===== src/rtl/l1a_fifo_param.sv =====
// Parametrised single-clock FIFO for L1A bookkeeping words (BXN, L1A number, tags).
// Full DEPTH capacity, registered occupancy flags, sticky ovf/udf, optional FWFT read side.
module l1a_fifo_param #(
    parameter int WIDTH      = 12,
    parameter int ADDR_W     = 8,
    parameter int AFULL_THR  = 240,
    parameter int AEMPTY_THR = 8,
    parameter int FWFT       = 0
) (
    input  logic              clk,
    input  logic              reset_n,
    input  logic              sclr,
    input  logic [WIDTH-1:0]  din,
    input  logic              wen,
    input  logic              ren,
    output logic [WIDTH-1:0]  dout,
    output logic              dout_valid,
    output logic              empty,
    output logic              full,
    output logic              afull,
    output logic              aempty,
    output logic [ADDR_W:0]   count,
    output logic              ovf,
    output logic              udf
);

    localparam int DEPTH = 1 << ADDR_W;
    localparam logic [ADDR_W:0] DEPTH_C  = (ADDR_W+1)'(DEPTH);
    localparam logic [ADDR_W:0] AFULL_C  = (ADDR_W+1)'(AFULL_THR);
    localparam logic [ADDR_W:0] AEMPTY_C = (ADDR_W+1)'(AEMPTY_THR);

    generate
        if (!(AEMPTY_THR > 0 && AEMPTY_THR < AFULL_THR && AFULL_THR <= DEPTH)) begin : g_param_err
            $error("l1a_fifo_param: need 0 < AEMPTY_THR < AFULL_THR <= DEPTH");
        end
    endgenerate

    logic [WIDTH-1:0]  mem [DEPTH];
    logic [ADDR_W-1:0] waddr, raddr;
    logic [ADDR_W:0]   count_nxt;
    logic              wr_acc, rd_acc;

    // Acceptance uses the registered flags, i.e. the pre-edge state.
    assign wr_acc = wen && !full;
    assign rd_acc = ren && !empty;

    always_comb begin
        count_nxt = count;
        case ({wr_acc, rd_acc})
            2'b10:   count_nxt = count + (ADDR_W+1)'(1);
            2'b01:   count_nxt = count - (ADDR_W+1)'(1);
            default: count_nxt = count;
        endcase
    end

    always_ff @(posedge clk) begin
        if (wr_acc && !sclr) mem[waddr] <= din;
    end

    always_ff @(posedge clk or negedge reset_n) begin
        if (!reset_n) begin
            waddr  <= '0;
            raddr  <= '0;
            count  <= '0;
            empty  <= 1'b1;
            aempty <= 1'b1;
            full   <= 1'b0;
            afull  <= 1'b0;
            ovf    <= 1'b0;
            udf    <= 1'b0;
        end else if (sclr) begin
            waddr  <= '0;
            raddr  <= '0;
            count  <= '0;
            empty  <= 1'b1;
            aempty <= 1'b1;
            full   <= 1'b0;
            afull  <= 1'b0;
            ovf    <= 1'b0;
            udf    <= 1'b0;
        end else begin
            if (wr_acc) waddr <= waddr + 1'b1;
            if (rd_acc) raddr <= raddr + 1'b1;
            count  <= count_nxt;
            empty  <= (count_nxt == '0);
            full   <= (count_nxt == DEPTH_C);
            afull  <= (count_nxt >= AFULL_C);
            aempty <= (count_nxt <= AEMPTY_C);
            if (wen && full)  ovf <= 1'b1;
            if (ren && empty) udf <= 1'b1;
        end
    end

    generate
        if (FWFT != 0) begin : g_fwft
            // Head word is presented straight from the array; pop exposes the next one.
            assign dout_valid = !empty;
            assign dout       = empty ? '0 : mem[raddr];
        end else begin : g_std
            logic [WIDTH-1:0] dout_q;
            logic             dv_q;
            always_ff @(posedge clk or negedge reset_n) begin
                if (!reset_n) begin
                    dout_q <= '0;
                    dv_q   <= 1'b0;
                end else if (sclr) begin
                    dv_q   <= 1'b0;
                end else begin
                    dv_q <= rd_acc;
                    if (rd_acc) dout_q <= mem[raddr];
                end
            end
            assign dout       = dout_q;
            assign dout_valid = dv_q;
        end
    endgenerate

endmodule

===== config.mk =====
export PLATFORM = sky130hd
export DESIGN_NAME = l1a_fifo_param
export DESIGN_NICKNAME = d
export VERILOG_FILES = /design/src/rtl/l1a_fifo_param.sv
export SDC_FILE = /design/constraint.sdc
export NUM_CORES = 2
export LEC_CHECK = 0
export CAP_MARGIN = 20
export CORE_MARGIN = 2
export CORE_UTILIZATION = 59
export CTS_BUF_LIST = sky130_fd_sc_hd__clkbuf_8
export DETAILED_ROUTE_END_ITERATION = 8
export PLACE_DENSITY_LB_ADDON = 0.2
export SYNTH_ARGS = -nofsm -noshare
export SYNTH_HDL_FRONTEND = slang
export SYNTH_SLANG_ARGS = --single-unit

===== constraint.sdc =====
create_clock -name clk -period 3.5 [get_ports clk]
set_clock_uncertainty 0.2 [all_clocks]
set_input_delay 0.7 -clock clk [delete_from_list [all_inputs] [get_ports clk]]
set_output_delay 0.7 -clock clk [all_outputs]
set_load 0.05 [all_outputs]

==> key figures <==
Critical path
  • Critical Setup Path Class: flop to flop
  • Capturing element of the worst setup path: dout[3]
  • Startpoint Class: flop
  • Maximum fanout encountered on the critical timing path: 24
  • FF-to-FF setup slack: -1 ps
  • Required time of the worst setup path: around 4300 ps
  • Reg2reg start: raddr[0]
  • Count of cells along the worst register-to-register path: 11
  • Crit path DAT: ~4300 ps
  • Worst reg2reg endpoint: dout[3]
  • Critical Path Source: raddr[0]
  • Kind of end point of the critical path: flop

CTS
  • Clock tree buffer depth: 4
  • Cts bufs inserted: 487
  • TritonCTS clock tree: done
  • Source-to-sink clock delay at the later pin of the worst-skew pair: between 1000 and 1500 ps
  • Clock transition at the registers of the reported paths: roughly 60 ps
  • H-tree Lvls: 5
  • Root cell of the clock tree: sky130_fd_sc_hd__clkbuf_8
  • Clock sink total: slightly above 3k

Layout
  • Area grow syn2layout: 17.13%
  • Post-route core utilization: a little over two thirds
  • Number of nets in the final layout: 6,706
  • Fraction of final layout cells with drive strength greater than 1: ~30%

Global routing
  • Largest net degree at the start of global routing: roughly 110
  • Global-route wire length before repair: 462,000 um
  • Vias in the first global route: roughly 64k
  • Number of antenna violations at the first check in global routing: 14
  • Overflow after GRT: 0
  • Aggregate global-route resource usage: between 30% and 40%

Timing
  • Fin crit share: 100.0%
  • Worst slew margin relative to its limit: 25.56%
  • Period minus WS final: between 3000 and 4000 ps
  • FMAX: ~0.29 GHz
  • Final worst-path setup slack: -1.371 ps
  • Final slew viol count: 0
  • Final hold violation count: 0
  • Final setup violating endpoints: 1
  • Tightest hold margin: roughly 7 ps
  • Setup repair after global routing missed its margin: true
  • Tightest Pin Transition: ~1100 ps

Logic synthesis
  • Proportion of netlist area held by the largest area contributor: about three quarters
  • Mapped Area: around 120,000 um2
  • Post-synthesis register bit count: between 3k and 4k
  • Mean instance size in the synthesized netlist: 21.27 um2
  • Post-synthesis net count: about 5.7k
  • Number of unique standard cell types used by synthesis: 68
  • Sequential-to-total area share from yosys stat: roughly 77%
  • Number of cells produced by synthesis: between 5k and 6k
  • Share of flip-flops with an asynchronous set or reset: under 10%
  • YS warnings: 0
  • Commonest register cell after synthesis: sky130_fd_sc_hd__edfxtp_1
  • Number of enable flip-flop cells after synthesis: ~3.1k
  • Top cells by area in the synthesized netlist: sky130_fd_sc_hd__edfxtp_1 76%, sky130_fd_sc_hd__mux4_2 13%, sky130_fd_sc_hd__mux2i_1 2.6%, sky130_fd_sc_hd__nor2_1 1.0%, sky130_fd_sc_hd__o221ai_1 0.95%
  • Post-synthesis cell type with the largest combined area: sky130_fd_sc_hd__edfxtp_1

Placement
  • Total half-perimeter wirelength after legalization and detailed placement: slightly above 200,000 um
  • Worst Setup Slack post-DPL: -705.9 ps
  • Port Buffer Count: between 40 and 50
  • Routability cong.: around 0.93

Floorplan
  • DIE HEIGHT: 457.4 um
  • Full die area: around 210,000 um2
  • Die Span X: roughly 460 um
  • Placeable core region: 204,400 um2
  • Standard-cell row count: about 170
  • Initial core utilization: between 50% and 60%
  • I/O pin count: 45

Pwr
  • Clock power frac: a little over a third
  • Switch Pwr: 17.70 mW
  • LEAKAGE: 45.50 nW
  • Cell-internal power: roughly 58 mW
  • Combinational Power Share: 9.4%
  • Part of the power in registers: around 55%
  • Switching power as a share of total power: 23.32%
  • Power per unit of standard cell area: 534.4 nW/um2
  • Worst ir drop on vdd: approximately 0.00047 V

Routing
  • Routed WL: 322,500 um
  • Pre-antenna DRT Iters: 5
  • Routed wire length per instance: 33.08 um
  • Vias per std cell: between 6 and 7
  • Starting DRC count in detailed routing: about 9.5k
  • Via count of the routed design: 64.60k
  • Number of routed nets with antenna violations: 0
  • Residual DRC: 0

Worst hold path
  • Start point of the worst min-delay path: din[11]
  • Class of the most critical hold timing path: input port to flop
  • Number of cells traversed by the worst hold path: 1

Job
  • Max-capacitance violation count: 0

Outcome
  • Run status: finished, violations left
  • Failing checks: negative setup slack
==> stage by stage <==
| step | cell area (um2) | power [mW] | setup TNS (ps) | instances |
|---|---|---|---|---|
| floorplan | 121300 | 46.29 | 0 | 5702 |
| global placement | 132200 | 48.80 | -6758 | 8831 |
| finish | 142000 | 75.90 | -1.371 | 9751 |
| CTS | 141500 | 76.09 | -12.02 | 9719 |
| detailed placement | 132200 | 48.90 | -7257 | 8831 |
| global route | 142000 | 78.12 | -45.11 | 9749 |
==> cell families after synthesis <==
family,after synthesis,share of synthesized area [%]
and+or+nand+nor,662,2.386
xor gates and xnor gates,22,0.1589
DFF,3116,76.98
adders and majority gates,7,0.07222
AOI/OAI and AO/OA,485,2.859
buffers and inverters,370,1.683
muxes,1040,15.86
==> registers in the layout (all words and copies together) (netlist names), 8 cells and up <==
register,flops
mem,3072
dout,12
waddr,8
raddr,8
count,9
==> power by group through the flow <==
stage	registers [mW]	logic (mW)	clock network (mW)
final	41.4	7.11	27.4
after floorplan	42.3	3.98	0
after CTS	41.4	6.95	27.8
after detailed placement	42.1	6.75	0
after global placement	42.2	6.65	0
after global routing	41.3	7.44	29.3
==> layer usage <==
metal	vias to the layer above	track usage (%)	wire length (um)
met5	-	0	52
met4	8	12.63	13440
met3	628	6.600	36680
met2	4140	46.95	150700
met1	33820	45.20	121700
li1	26000	-	-
==> layout make-up <==
cell class	count	area (um2)
fillers	12350	62350
inverters	18	82.58
multi-input cells	2216	26320
clock inverters	363	1684
diodes	4	10.01
well taps	2688	3363
repair buffers	843	10270
flip-flops and latches	3116	93370
clock buffers	503	6923
==> layout by cell type, fill, tap and decap left out, drive strengths merged, types with 19 or more instances in the layout <==
| cell | netlist | layout |
|---|---|---|
| nand2 | 136 | 136 |
| nand3 | 41 | 41 |
| nor3 | 58 | 58 |
| nor2 | 326 | 326 |
| a211oi | 19 | 19 |
| inv | 15 | 206 |
| clkbuf | 161 | 518 |
| edfxtp | 3072 | 3072 |
| mux4 | 703 | 703 |
| buf | 191 | 779 |
| clkinv | 3 | 162 |
| dfrtp | 42 | 42 |
| or3 | 19 | 19 |
| o21ai | 34 | 34 |
| o22ai | 75 | 75 |
| a21oi | 102 | 102 |
| o221ai | 132 | 132 |
| nor4 | 19 | 19 |
| mux2i | 319 | 319 |
| a22oi | 26 | 26 |
==> how the worst min path moves through the flow <==
stage | endpoint | slack (ps)
after floorplan | afull | 200
after global placement | ovf | 290
after detailed placement | ovf | 300
after CTS | mem[202][11] | 9
after global routing | mem[202][11] | 30
final | mem[202][11] | 7
==> synth_stat cells (42+ instances only) <==
master,number
sky130_fd_sc_hd__clkbuf_1,161
sky130_fd_sc_hd__nor3_1,58
sky130_fd_sc_hd__nor2_1,326
sky130_fd_sc_hd__buf_6,50
sky130_fd_sc_hd__nand2_1,136
sky130_fd_sc_hd__dfrtp_1,42
sky130_fd_sc_hd__o22ai_1,75
sky130_fd_sc_hd__mux4_2,703
sky130_fd_sc_hd__a21oi_1,102
sky130_fd_sc_hd__buf_4,45
sky130_fd_sc_hd__buf_2,68
sky130_fd_sc_hd__o221ai_1,132
sky130_fd_sc_hd__mux2i_1,319
sky130_fd_sc_hd__edfxtp_1,3072
==> timing repair <==
action	in CTS	in global routing
gates resized for setup	78	44
hold buffers	14	0
endpoints found under the hold margin	506	0
endpoints found under the setup margin	25	15
gates cloned	6	3
pin swaps	3	8
buffers inserted	3	25
==> critical path, cell delays in order, from the launching register on <==
cell,delay (ps)
sky130_fd_sc_hd__dfrtp_4,450
sky130_fd_sc_hd__buf_12,180
sky130_fd_sc_hd__buf_12,130
sky130_fd_sc_hd__buf_4,180
sky130_fd_sc_hd__buf_6,170
sky130_fd_sc_hd__buf_12,230
sky130_fd_sc_hd__mux4_2,550
sky130_fd_sc_hd__mux2i_2,340
sky130_fd_sc_hd__a22oi_1,140
sky130_fd_sc_hd__a21oi_1,280
sky130_fd_sc_hd__nor4_1,180
sky130_fd_sc_hd__a211o_1,280
Note: power is estimated with default switching activity, not from simulation.
